--- src/rtl/ring_mul_reconstruct_pkg.sv ---
// Shared definitions for the ring divider / reconstructor pair: default width,
// pair-select codes and the reconstructor FSM state type.
package ring_mul_reconstruct_pkg;

  localparam int unsigned DefWidth = 8;

  localparam logic [1:0] SelAb = 2'b00;
  localparam logic [1:0] SelBc = 2'b01;
  localparam logic [1:0] SelCd = 2'b10;
  localparam logic [1:0] SelDa = 2'b11;

  typedef enum logic [1:0] {
    StIdle = 2'b00,
    StRun  = 2'b01,
    StDone = 2'b10
  } state_e;

endpackage

--- src/rtl/ring_mul_reconstruct_if.sv ---
// Request/result bundle for the ring reconstructor.
interface ring_mul_reconstruct_if #(
  parameter int unsigned Width = 8
);
  logic             start;
  logic [Width-1:0] a;
  logic [Width-1:0] b;
  logic [Width-1:0] c;
  logic [Width-1:0] d;
  logic [1:0]       select;
  logic [Width-1:0] rem;
  logic             busy;
  logic             done;
  logic [Width-1:0] out;
  logic             error;

  modport master (
    output start, a, b, c, d, select, rem,
    input  busy, done, out, error
  );

  modport slave (
    input  start, a, b, c, d, select, rem,
    output busy, done, out, error
  );
endinterface

--- src/rtl/ring_pair_mux.sv ---
// Maps the pair select onto (quotient, divisor); shared with the ring divider.
module ring_pair_mux
  import ring_mul_reconstruct_pkg::*;
#(
  parameter int unsigned Width = DefWidth
) (
  input  logic [1:0]       sel_i,
  input  logic [Width-1:0] a_i,
  input  logic [Width-1:0] b_i,
  input  logic [Width-1:0] c_i,
  input  logic [Width-1:0] d_i,
  output logic [Width-1:0] q_o,
  output logic [Width-1:0] dv_o
);

  // Select the operand pair around the ring.
  always_comb begin
    q_o  = a_i;
    dv_o = b_i;
    unique case (sel_i)
      SelAb: begin q_o = a_i; dv_o = b_i; end
      SelBc: begin q_o = b_i; dv_o = c_i; end
      SelCd: begin q_o = c_i; dv_o = d_i; end
      SelDa: begin q_o = d_i; dv_o = a_i; end
      default: begin q_o = a_i; dv_o = b_i; end
    endcase
  end

endmodule

--- src/rtl/ring_mul_reconstruct.sv ---
// Rebuilds a dividend as Q*Dv + R with a shift-add multiplier. Fixed latency:
// Width iterating RUN edges plus one finishing RUN edge that enters DONE.
module ring_mul_reconstruct
  import ring_mul_reconstruct_pkg::*;
#(
  parameter int unsigned Width = DefWidth
) (
  input  logic                  clk,
  input  logic                  rst_n,
  ring_mul_reconstruct_if.slave bus
);

  localparam int unsigned CntW = $clog2(Width) + 1;
  localparam int unsigned AccW = 2 * Width;

  state_e            state_q, state_d;
  logic [CntW-1:0]   cnt_q, cnt_d;
  logic [AccW-1:0]   acc_q, acc_d;
  logic [AccW-1:0]   mcand_q, mcand_d;
  logic [Width-1:0]  mq_q, mq_d;
  logic [Width-1:0]  dv_q, dv_d;
  logic [Width-1:0]  rem_q, rem_d;
  logic [Width-1:0]  out_q, out_d;
  logic              err_q, err_d;
  logic [Width-1:0]  q_mux, dv_mux;

  ring_pair_mux #(
    .Width(Width)
  ) u_pair_mux (
    .sel_i(bus.select),
    .a_i  (bus.a),
    .b_i  (bus.b),
    .c_i  (bus.c),
    .d_i  (bus.d),
    .q_o  (q_mux),
    .dv_o (dv_mux)
  );

  // Next-state: accept in IDLE/DONE, iterate in RUN, finish on the count-full edge.
  always_comb begin
    state_d = state_q;
    cnt_d   = cnt_q;
    acc_d   = acc_q;
    mcand_d = mcand_q;
    mq_d    = mq_q;
    dv_d    = dv_q;
    rem_d   = rem_q;
    out_d   = out_q;
    err_d   = err_q;
    unique case (state_q)
      StIdle, StDone: begin
        if (bus.start) begin
          state_d = StRun;
          cnt_d   = '0;
          mq_d    = q_mux;
          dv_d    = dv_mux;
          rem_d   = bus.rem;
          mcand_d = {{Width{1'b0}}, dv_mux};
          acc_d   = {{Width{1'b0}}, bus.rem};
        end else if (state_q == StDone) begin
          state_d = StIdle;
        end
      end
      StRun: begin
        if (cnt_q == CntW'(Width)) begin
          state_d = StDone;
          out_d   = acc_q[Width-1:0];
          // The accumulator is wide enough that overflow shows up in the high half.
          err_d   = (dv_q == '0) | (rem_q >= dv_q) | (acc_q[AccW-1:Width] != '0);
        end else begin
          if (mq_q[0]) begin
            acc_d = acc_q + mcand_q;
          end
          mcand_d = mcand_q << 1;
          mq_d    = mq_q >> 1;
          cnt_d   = cnt_q + 1'b1;
        end
      end
      default: state_d = StIdle;
    endcase
  end

  // State and datapath registers; reset clears everything immediately.
  always_ff @(posedge clk or negedge rst_n) begin
    if (!rst_n) begin
      state_q <= StIdle;
      cnt_q   <= '0;
      acc_q   <= '0;
      mcand_q <= '0;
      mq_q    <= '0;
      dv_q    <= '0;
      rem_q   <= '0;
      out_q   <= '0;
      err_q   <= 1'b0;
    end else begin
      state_q <= state_d;
      cnt_q   <= cnt_d;
      acc_q   <= acc_d;
      mcand_q <= mcand_d;
      mq_q    <= mq_d;
      dv_q    <= dv_d;
      rem_q   <= rem_d;
      out_q   <= out_d;
      err_q   <= err_d;
    end
  end

  assign bus.busy  = (state_q == StRun);
  assign bus.done  = (state_q == StDone);
  assign bus.out   = out_q;
  assign bus.error = err_q;

endmodule
--- src/flat_wrapper.sv ---
// flat-port wrapper written by rule: the top's interface ports become plain ports
module ring_mul_reconstruct_flat import ring_mul_reconstruct_pkg::*;
#(
  parameter int unsigned Width = DefWidth
)
  (clk, rst_n, bus_start, bus_a, bus_b, bus_c, bus_d, bus_select, bus_rem, bus_busy, bus_done, bus_out, bus_error);
  ring_mul_reconstruct_if #(.Width(Width)) bus_i ();
  input  logic clk;
  input  logic rst_n;
  input wire logic [$bits(bus_i.start)-1:0] bus_start;
  input wire logic [$bits(bus_i.a)-1:0] bus_a;
  input wire logic [$bits(bus_i.b)-1:0] bus_b;
  input wire logic [$bits(bus_i.c)-1:0] bus_c;
  input wire logic [$bits(bus_i.d)-1:0] bus_d;
  input wire logic [$bits(bus_i.select)-1:0] bus_select;
  input wire logic [$bits(bus_i.rem)-1:0] bus_rem;
  output wire logic [$bits(bus_i.busy)-1:0] bus_busy;
  output wire logic [$bits(bus_i.done)-1:0] bus_done;
  output wire logic [$bits(bus_i.out)-1:0] bus_out;
  output wire logic [$bits(bus_i.error)-1:0] bus_error;
  assign bus_i.start = bus_start;
  assign bus_i.a = bus_a;
  assign bus_i.b = bus_b;
  assign bus_i.c = bus_c;
  assign bus_i.d = bus_d;
  assign bus_i.select = bus_select;
  assign bus_i.rem = bus_rem;
  assign bus_busy = bus_i.busy;
  assign bus_done = bus_i.done;
  assign bus_out = bus_i.out;
  assign bus_error = bus_i.error;
  ring_mul_reconstruct #(.Width(Width)) u_core (.clk(clk), .rst_n(rst_n), .bus(bus_i));
endmodule
--- config.mk ---
export PLATFORM = sky130hd
export DESIGN_NAME = ring_mul_reconstruct_flat
export DESIGN_NICKNAME = d
export VERILOG_FILES = /design/src/rtl/ring_mul_reconstruct_pkg.sv /design/src/rtl/ring_mul_reconstruct_if.sv /design/src/rtl/ring_pair_mux.sv /design/src/rtl/ring_mul_reconstruct.sv /design/src/flat_wrapper.sv
export SDC_FILE = /design/constraint.sdc
export NUM_CORES = 1
export LEC_CHECK = 0
export BUFFER_PORTS_ARGS = -buffer_cell sky130_fd_sc_hd__buf_4
export CORE_UTILIZATION = 58
export CTS_CLUSTER_SIZE = 20
export DETAILED_ROUTE_END_ITERATION = 7
export GPL_TIMING_DRIVEN = 0
export PLACE_DENSITY = 0.82
export SLEW_MARGIN = 5
export SYNTH_ARGS = -nofsm -noshare
export SYNTH_HDL_FRONTEND = slang
export SYNTH_SLANG_ARGS = --single-unit
export TNS_END_PERCENT = 50
--- constraint.sdc ---
create_clock -name clk -period 2.9 [get_ports clk]
set_clock_uncertainty 0.05 [all_clocks]
set_input_delay 0.58 -clock clk [delete_from_list [all_inputs] [get_ports clk]]
set_output_delay 0.58 -clock clk [all_outputs]
set_load 0.01 [all_outputs]
; ---- Word-level counts from Yosys, hierarchy flattened
; Index checks and enable logic that the tools add are counted.
[totals]
out_inout_bits = 11
romBits = 0
n_memories = 0
wordCells = 55
latch_bits = 0
in_bits = 45
register_bits = 71
mem_bits_rw = 0
[op_classes]
multipliers = 0
n_div = 0
reduce_logical = 11
addsub = 2
mux = 19
bitwise = 2
n_eq_ne = 11
order_cmp = 1
shifts = 0
[op_table]
columns = cell, n
row1 = 16-bit two-way mux, 5
row2 = 16-bit one-hot mux with 2 select lines, 2
row3 = 8-bit one-hot mux with 4 select lines, 2
row4 = 16-bit adder, 1
row5 = 8-bit two-way mux, 2
row6 = 8-bit one-hot mux with 2 select lines, 1
row7 = 8-bit >= comparator, 1
row8 = 8-bit zero test, 1
row9 = 4-bit two-way mux, 2
row10 = 4-bit one-hot mux with 2 select lines, 1
row11 = 8-bit nonzero test, 1
row12 = "2-bit equality test, second input constant", 3
row13 = 2-bit two-way mux, 3
row14 = 2-bit AND reduction, 3
row15 = "4-bit by 1-bit adder with 4-bit output, second input constant", 1
row16 = "2-bit by 1-bit equality test with 1-bit output, second input constant", 2
row17 = "4-bit equality test, second input constant", 1
row18 = 2-bit zero test, 2
row19 = "2-bit by 1-bit inequality test with 1-bit output, second input constant", 2
row20 = "2-bit inequality test, second input constant", 2
row21 = 2-bit one-hot mux with 2 select lines, 1
row22 = 4-bit AND reduction, 1
row23 = "3-bit inequality test, second input constant", 1
row24 = 3-bit AND reduction, 1
row25 = 3 further kinds, 4

; ---- Depth between registers and ports, before layout
; Gate-level depths: netlist of the first run.
[depth]
ltp_word = 4
mapped_depth = 9
mapped_depth_nobuf = 8

; ---- Cells and area by module
; From an unflattened synthesis of the first run, not the netlist that was laid out.
[unflattened]
hier_cells = 425
area_unflattened_um2 = 4274.1
[modules_own_cells]
columns = module, cells_per_inst, area_each_um2, seq_area_each_um2, n_inst
row1 = ring_mul_reconstruct, 405, 3831.2, 1776.7, 1
row2 = ring_pair_mux, 20, 442.9, 0.0, 1

; ---- Least setup slack after synthesis of the first run
; OpenSTA, ideal clock, no wires.
[synth_path]
kind = reg2reg
startpoint = register u_core.mcand_q[0]
endpoint = register u_core.acc_q[12]
setup_time_ns = 0.132
n_path_buf = 0
slack_ns = 0.518
arrival_ns = 2.200
stages_incl_launch_ff = 9
period_less_slack_ns = 2.382
cell_sequence = dfrtp_1 -> ha_1 -> fa_1 -> a21o_1 -> a2111oi_4 -> o31ai_2 -> a221oi_2 -> xor2_1 -> o21ai_1
[synth_between]
elab_chain_len = 4
[synth_rtl]
columns = element, line
row1 = start: declaration, ring_mul_reconstruct.sv:19  ; logic [AccW-1:0] mcand_q, mcand_d;
row2 = start signal: assignment, ring_mul_reconstruct.sv:99  ; mcand_q <= mcand_d;
row3 = 16-bit adder, ring_mul_reconstruct.sv:72  ; acc_d = acc_q + mcand_q;
row4 = 16-bit two-way mux, ring_mul_reconstruct.sv:71  ; if (mq_q[0]) begin
row5 = 16-bit two-way mux, ring_mul_reconstruct.sv:65  ; if (cnt_q == CntW'(Width)) begin
row6 = 16-bit one-hot mux with 2 select lines, ring_mul_reconstruct.sv:50  ; unique case (state_q)
row7 = end signal: assignment, ring_mul_reconstruct.sv:88  ; acc_q <= '0;
row8 = end signal: assignment, ring_mul_reconstruct.sv:98  ; acc_q <= acc_d;
row9 = end: declaration, ring_mul_reconstruct.sv:18  ; logic [AccW-1:0] acc_q, acc_d;
; Every way passes these cells. The select of a mux whose other input is x is not followed.
; A chain may end at the register's enable or synchronous reset.

; ---- Final worst setup path of the first run
[layout_path]
startpoint = register u_core.mcand_q[0]
endpoint = register u_core.acc_q[10]
; Same word-level chain as after synthesis.

==> results of run 1 <==
worst paths after layout:
kind	slack (ns)	from	cells after the start	endpoint
setup / recovery	0.24	u_core.mcand_q[0]	8	u_core.acc_q[10]
hold / removal	0.27	rst_n	1	u_core.acc_q[12]
setup reg to reg	0.24	u_core.mcand_q[0]	8	u_core.acc_q[10]
hold reg to reg	0.44	u_core.rem_q[6]	2	u_core.rem_q[6]
max in group asynchronous	1.93	rst_n	1	u_core.mcand_q[6]
min in group clk	0.39	bus_rem[3]	3	u_core.rem_q[3]
area by class of cell:
type                            count  area [um2]
Sequential cell                    71        1780
Timing Repair Buffer               53         398
Fill cell                         541        1980
Clock buffer                       10         128
Buffer                             24         113
Inverter                           13        51.3
Tap cell                           96         120
Multi-Input combinational cell    325        2350
Clock inverter                      6        70.1
cell usage in the layout, fill, tap and decap left out, drive strengths merged, types with 6 or more instances in the layout:
cell	n
mux2i	15
a31oi	6
xor2	8
a21oi	14
ha	25
mux4	16
nor2	22
inv	14
o21ai	42
a21o	7
mux2	9
buf	68
nand2	92
dfrtp	71
clkbuf	19
nand3	10
routing by layer:
metal / wire length [um] / global-route usage / up-vias
li1: - / - / 1683
met1: 4220 / 0.363 / 1697
met2: 4760 / 0.459 / 127
met3: 705 / 0.0603 / 18
met4: 198 / 0.115 / 2
met5: 13 / 0 / -
registers in the layout (all words and copies together), names as in the netlist:
| signal | cells |
|---|---|
| u_core.bus.error | 1 |
| u_core.mcand_q | 16 |
| u_core.bus.out | 8 |
| u_core.cnt_q | 4 |
| u_core.rem_q | 8 |
| u_core.state_q | 2 |
| u_core.dv_q | 8 |
| u_core.acc_q | 16 |
| u_core.mq_q | 8 |
power groups by stage:
stage | Clock [mW] | Combinational [mW] | Sequential [mW]
after floorplan | 0 | 2.03 | 1.70
after detailed placement | 0 | 2.73 | 1.77
after CTS | 0.802 | 2.75 | 1.75
final | 0.791 | 2.76 | 1.76
after global placement | 0 | 2.62 | 1.75
after global routing | 0.844 | 3.11 | 1.80
per-stage QoR:
step           cells  hold WS, ns  area [um2]
2_1_floorplan    433        0.234        4290
3_3_place_gp     582        0.420        4810
3_5_place_dp     582        0.422        4810
4_1_cts          598        0.325        5000
5_1_grt          598        0.370        5000
6_report         598        0.266        5000
cell families (layout without fill, tap and decap cells):
group	Yosys count	count (layout)
AOI/OAI and AO/OA	93	93
xor gates and xnor gates	11	11
adders and majority gates	26	26
buffers and inverters	37	106
DFF	71	71
muxes	40	40
and+or+nand+nor	155	155
==> impl_results.md, run 1 <==
* CP peak stage delay at between 0.4 and 0.5 ns
* Global route overflow at 0
* Yosys top cell by area: dfrtp_1
* Vias at ~3500
* Clk_lat worst skew at 0.34 ns
* CTS Sinks at 71
* Setup violators final at 0
* Chip width at between 80 and 90 um
* Area Growth Syn to Fin at 16.7%
* Synth Area in XOR/XNOR at 0.0225
* Synth top area share at 0.414
* Num ports at between 50 and 60
* TritonCTS Buffers at 9
* Net count after synthesis at just over 500
* Die Height at approximately 90 um
* Final Routed Wirelength at roughly 9.9 mm
* Antenna violations before repair at 1
* Peak supply drop at slightly above 0.5 mV
* Leak Pwr at approximately 2.3 nW
* Seq pwr share at 0.331
* Adder-cell share of the synthesized area at 0.0776
* Crit path max fanout at 3
* Global placement routability congestion at between 0.8 and 0.9
* Final Cycle Share at 0.917
* Setup ws final at around 0.24 ns
* Critical Path RT at 3.06 ns
* Final #Nets at 568
* Comb pwr share at 0.520
* Status: completed
* Maximum buffer depth of the clock tree at 2
* Slew at the pin with the worst max-slew slack at between 0.8 and 0.9 ns
* Syn Area/Cell at ~10 um2
* CTS Root Cell: clkbuf_8
* Critical-path top delay cell: a2111oi_4
* Slew Viols, Final at 0
* Post-Synthesis Cell Area at between 4000 and 5000 um2
* Simple-gate share of the synthesized area at 0.160
* Crit path cell chain: ha_1 > fa_1 > a21o_1 > a2111oi_4 > o31ai_2 > a31oi_1 > xor2_1 > o21ai_1
* Hold Crit Class: in2async
* Setup TNS at 0 ns
* Cells after Synth at about 430
* Net Sw Frac at 0.437
* Worst rel slew slack at 0.417
* Synth top area cells: dfrtp_1, mux4_2, nand2_1
* Row count at 30
* CP delay by family, top: compound AO/OA/AOI/OAI gates
* CP bufs+invs at 0
* Routed Antenna Nets at 0
* Final hold violation count at 0
* Tot Pwr at about 5.3 mW
* RSZ-0062 raised after global routing: false
* Switching power at around 2.3 mW
* Max-cap violations at 0
* Setup CP Type: reg2reg
* Compound-Gate Fraction of Synth Area at 0.145
* Worst Setup Start Kind: flop
* Drt via density at 5.90
* Max Freq at between 300 and 400 MHz
* Top_reg_cell synth: dfrtp_1
* Post-CTS resize count at 0
* Dpl ws at 0.277 ns
* Internal at approximately 3 mW
* Flops & latches, synth at between 70 and 80
* Sequential fraction of the synthesis area at 0.414
* Drt first pass iters at 4
* # port buffers at between 50 and 60
* Post-synth ARST share at 1.00
* Ant. Diodes at 0
* Largest family of logic cells by synthesized area: simple AND/OR/NAND/NOR gates
* Total GRT Usage at 0.280
* Synth warn at 0
* Min Clock Period, post-route at 2.66 ns
* Postcts setup bufs at 0
* Mux contribution to synthesized area at 0.143
* H-tree lvl count at 3
* HPWL Detailed at approximately 7.6 mm
* Worst Setup End Kind: flop
* Critical Path AT at between 2 and 3 ns
* First DRT Iteration DRCs at 301
* Die area at between 7000 and 8000 um2
* Layout cell share with drive strength beyond 1 at 0.227
* Hold Buf Count CTS at 0
* Most frequent cell after synthesis: nand2_1
* Final Util at 0.717
* Clk pwr share at 0.149
* Drt drc at 0
* Wirelength per Cell at between 15 and 20 um
* First-pass GRT wire length at 16.1 mm
* Post-synth top cells: nand2_1, dfrtp_1, o21ai_0
* Vias in the first global route at roughly 3400
* CTS tree: built
* Initial Util at 0.614
* Worst-path clk slew at around 0.080 ns
* Core area at about 7000 um2
* Post-synth cell types at 54
* Largest net degree at the start of global routing at 72
* Post-synth EDFFs at 0
* Pwr per Cell Area at ~1100 nW/um2
Note: power is estimated with default switching activity, not from simulation.
==> run 2, diff against run 1 <==
--- a/config.mk
+++ b/config.mk
@@ -6,13 +6,15 @@
 export NUM_CORES = 1
 export LEC_CHECK = 0
 export BUFFER_PORTS_ARGS = -buffer_cell sky130_fd_sc_hd__buf_4
-export CORE_UTILIZATION = 58
+export CORE_UTILIZATION = 53
 export CTS_CLUSTER_SIZE = 20
 export DETAILED_ROUTE_END_ITERATION = 7
 export GPL_TIMING_DRIVEN = 0
-export PLACE_DENSITY = 0.82
+export PLACE_DENSITY = 0.79
+export RECOVER_POWER = 100
 export SLEW_MARGIN = 5
 export SYNTH_ARGS = -nofsm -noshare
 export SYNTH_HDL_FRONTEND = slang
+export SYNTH_HIERARCHICAL = 1
 export SYNTH_SLANG_ARGS = --single-unit
 export TNS_END_PERCENT = 50
==> constraint.sdc (replaced) <==
create_clock -name clk -period 2.2 [get_ports clk]
set_clock_uncertainty 0.05 [all_clocks]
set_input_delay 0.44 -clock clk [delete_from_list [all_inputs] [get_ports clk]]
set_output_delay 0.44 -clock clk [all_outputs]
set_load 0.01 [all_outputs]
==> run 2 against run 1 <==
Compared with the run above:
- the run now ends with max-capacitance violations, max-slew violations, negative setup slack left
- sequential power increased by 33%
- core utilization decreased by 5.6 points
- first-iteration DRC count decreased by 17%
- routed wire length increased by 7.8%
- synthesized cell count decreased by 1.8%
- clock power increased by 62%
- fmax increased by 14%
- flip-flop and latch count unchanged
- cell count increased by 0.50%
- setup slack got worse by 0.37 ns
- critical endpoint is now u_core/acc_q[12]
==> impl_results.md, run 2 <==
* First-pass GRT wire length at 17.2 mm (+7.2%)
* Vias in the first global route at 3646 (+7.2%)
* CTS Sinks at 71 (unchanged)
* Commonest cells after routing, fill and taps aside: nand2_1, dfrtp_1, buf_4, o21ai_0, ha_1
* Most frequent cell after synthesis: nand2_1
* Switching power at 3.17 mW (+37%)
* Core area at 7770 um2 (+11%)
* Fin Hold WS at 0.248 ns (-0.0182 ns)
* Largest net degree at the start of global routing at 72 (unchanged)
* Critical Path AT at 2.55 ns (-0.27 ns)
* Worst-path clk slew at 0.08 ns (about the same)
* Setup ws final at -0.133 ns (-0.373 ns)
* # port buffers at 53 (unchanged)
* Sequential fraction of the synthesis area at 0.416 (+0.00146)
* Vias at 3641 (+3.2%)
* Clk_lat worst skew at 0.36 ns (+0.02 ns)
* Seq pwr share at 0.315 (-0.016)
* Row count at 32 (+6.7%)
* Drt via density at 6.06 (+2.7%)
* Global route overflow at 0 (unchanged)
* Setup CP Type: reg2reg
* Tot Pwr at 7.42 mW (+40%)
* Leak Pwr at 2.40 nW (+2.7%)
* Net Sw Frac at 0.427 (-0.00928)
* Max-cap violations at 1 (+1)
* Chip width at 91.8 um (+4.3%)
* Pwr per Cell Area at 1450 nW/um2 (+36%)
* Clk pwr share at 0.172 (+0.023)
* Cells after Synth at 425 (-1.8%)
* Synth warn at 6 (+6)
* Antenna violations before repair at 0 (-1)
* First DRT Iteration DRCs at 250 (-17%)
* Comb pwr share at 0.513 (-0.007)
* Worst rel slew slack at -0.162 (-0.580)
* Total GRT Usage at 0.270 (-0.0106)
* Setup crit start: u_core/mcand_q[0]
* Violated checks: max-capacitance violations, max-slew violations, negative setup slack
* Top flop regs: u_core/acc_q: 16 flops, u_core/mcand_q: 16 flops
* Layout cell share with drive strength beyond 1 at 0.226 (-0.000639)
* Die Height at 91.8 um (+4.3%)
* Fill count at 622 (+15%)
* Num ports at 56 (unchanged)
* Final hold violation count at 0 (unchanged)
* Synth top area share at 0.416 (+0.00146)
* Fin cells at 601 (+0.50%)
* Commonest non-fill, non-tap cell in the layout: nand2_1
* Ant. Diodes at 0 (unchanged)
* Yosys top cell by area: dfrtp_1
* Setup violators final at 3 (+3)
* HPWL Detailed at 7.98 mm (+4.8%)
* Synth top area cells: dfrtp_1, nand2_1, ha_1
* Critical Path RT at 2.41 ns (-0.65 ns)
* Final Cycle Share at 1.06 (+0.143)
* Post-synth EDFFs at 0 (unchanged)
* Peak supply drop at 0.593 mV (+18%)
* Worst Setup Start Kind: flop
* Post-synth cell types at 58 (+7.4%)
* CP Capture Point: u_core/acc_q[12]
* Min Clock Period, post-route at 2.33 ns (-0.327 ns)
* Wirelength per Cell at 17.8 um (+7.2%)
* Post-synth top cells: nand2_1, dfrtp_1, o21ai_0
* Max Freq at 429 MHz (+14%)
* Placed cell count at 580 (-0.34%)
* Routed Antenna Nets at 0 (unchanged)
* Initial Util at 0.550 (-0.0641)
* Reg2Reg Depth at 8 (unchanged)
* Final Routed Wirelength at 10.7 mm (+7.8%)
* Status: finished, violations left
* Maximum buffer depth of the clock tree at 2 (unchanged)
* Slew Viols, Final at 72 (+72)
* Internal at 4.25 mW (+42%)
* Flops & latches, synth at 71 (unchanged)
* Net count after synthesis at 496 (-1.6%)
* CTS Root Cell: clkbuf_8
* Final #Nets at 565 (-0.53%)
* Drt drc at 0 (unchanged)
* Global placement routability congestion at 0.858 (-3.9%)
* R2R Path Start: u_core/mcand_q[0]
* H-tree lvl count at 3 (unchanged)
* Area Growth Syn to Fin at 20.1%
* Hold Crit Start: bus_rem[1]
* Die area at 8430 um2 (+8.8%)
* CTS tree: built
* Worst Setup End Kind: flop
* Post-Synthesis Cell Area at 4270 um2 (-0.35%)
* Post-synth ARST share at 1.00 (unchanged)
* R2r setup slk at -0.13 ns (-0.37 ns)
* Crit path max fanout at 3 (unchanged)
* Drt first pass iters at 5 (+1)
* RSZ-0062 raised after global routing: true
* Slew at the pin with the worst max-slew slack at 1.74 ns (+0.869 ns)
* Hold Crit Class: in2reg
* Syn Area/Cell at 10.1 um2 (+1.5%)
* Hold Buf Count CTS at 0 (unchanged)
* FF-to-FF End: u_core/acc_q[12]
* Top_reg_cell synth: dfrtp_1
* TritonCTS Buffers at 9 (unchanged)
run 2: cell count changes in the layout (fill, tap and decap cells not counted), sizes merged, moves of 3 or more:
cell and change:
a211oi -3, a21o -4, and3 +4, buf -14, clkbuf +16, inv +4
nor2 -5, nor3b -4, xnor2 +4, xor2 -3
run 2: final cells by class:
type,count,area (um2),share of cell area
flip-flops and latches,71,1780,0.346
clock buffers,9,124,0.0241
plain buffers,22,133,0.0258
inverters,17,63.8,0.0124
multi-input cells,315,2390,0.467
clock inverters,7,120,0.0234
well taps,102,128,0.0249
repair buffers,58,392,0.0763
run 2: how the worst min path moves through the flow:
stage	slack, ns	cells after the start	endpoint
global route	0.24	3	u_core/rem_q[1]
floorplan	0.09	0	u_core/acc_q[0]
detailed placement	0.43	2	u_core/rem_q[3]
CTS	0.19	1	u_core/rem_q[2]
finish	0.25	3	u_core/rem_q[1]
global placement	0.41	2	u_core/rem_q[6]
run 2: repair_timing:
item	in CTS	in global routing
endpoints found under the setup margin	5	32
resized for setup	6	18
buffers inserted	3	2
pin swaps	6	5
run 2: per-layer routing:
layer  wire, um  share of wire  up-vias  GRT usage
met1       4190           0.39     1775      0.310
li1           -              -     1669          -
met4        472          0.044        0      0.141
met3        589          0.055       41     0.0448
met5          0              0        -          0
met2       5420           0.51      156      0.482
run 2: cells by family after synthesis:
kind of cell / share of synthesized area
xor+xnor: 0.0246
compound gates: 0.138
fa+ha+maj: 0.0779
flops: 0.416
buf+inv: 0.0439
mux: 0.150
simple gates: 0.150
run 2: power by group through the flow:
stage                     Combinational [mW]  Sequential [mW]  Clock [mW]
after floorplan                         2.61             2.25           0
after global placement                  3.42             2.31           0
after detailed placement                3.55             2.34           0
after CTS                               3.68             2.33        1.30
after global routing                    4.21             2.41        1.35
final                                   3.81             2.34        1.28
run 2: worst max-delay path: stages (launching register included):
cell      delay [ns]
dfrtp_1         0.42
ha_2            0.21
fa_2            0.36
a21o_1          0.21
a22o_4          0.26
o311ai_4        0.28
a21boi_2        0.11
o21a_1          0.17
o31ai_1         0.18
run 2: per-stage QoR:
step                      setup slack (ns)  utilization  instance area [um2]  setup TNS [ns]
after floorplan                     0.0240            -                 4280               0
after global placement              -0.214        0.618                 4800          -0.333
after detailed placement            -0.295        0.618                 4800          -0.504
after CTS                           -0.152        0.657                 5100          -0.345
after global routing                -0.197        0.661                 5130           -1.36
final                               -0.133        0.661                 5130          -0.200
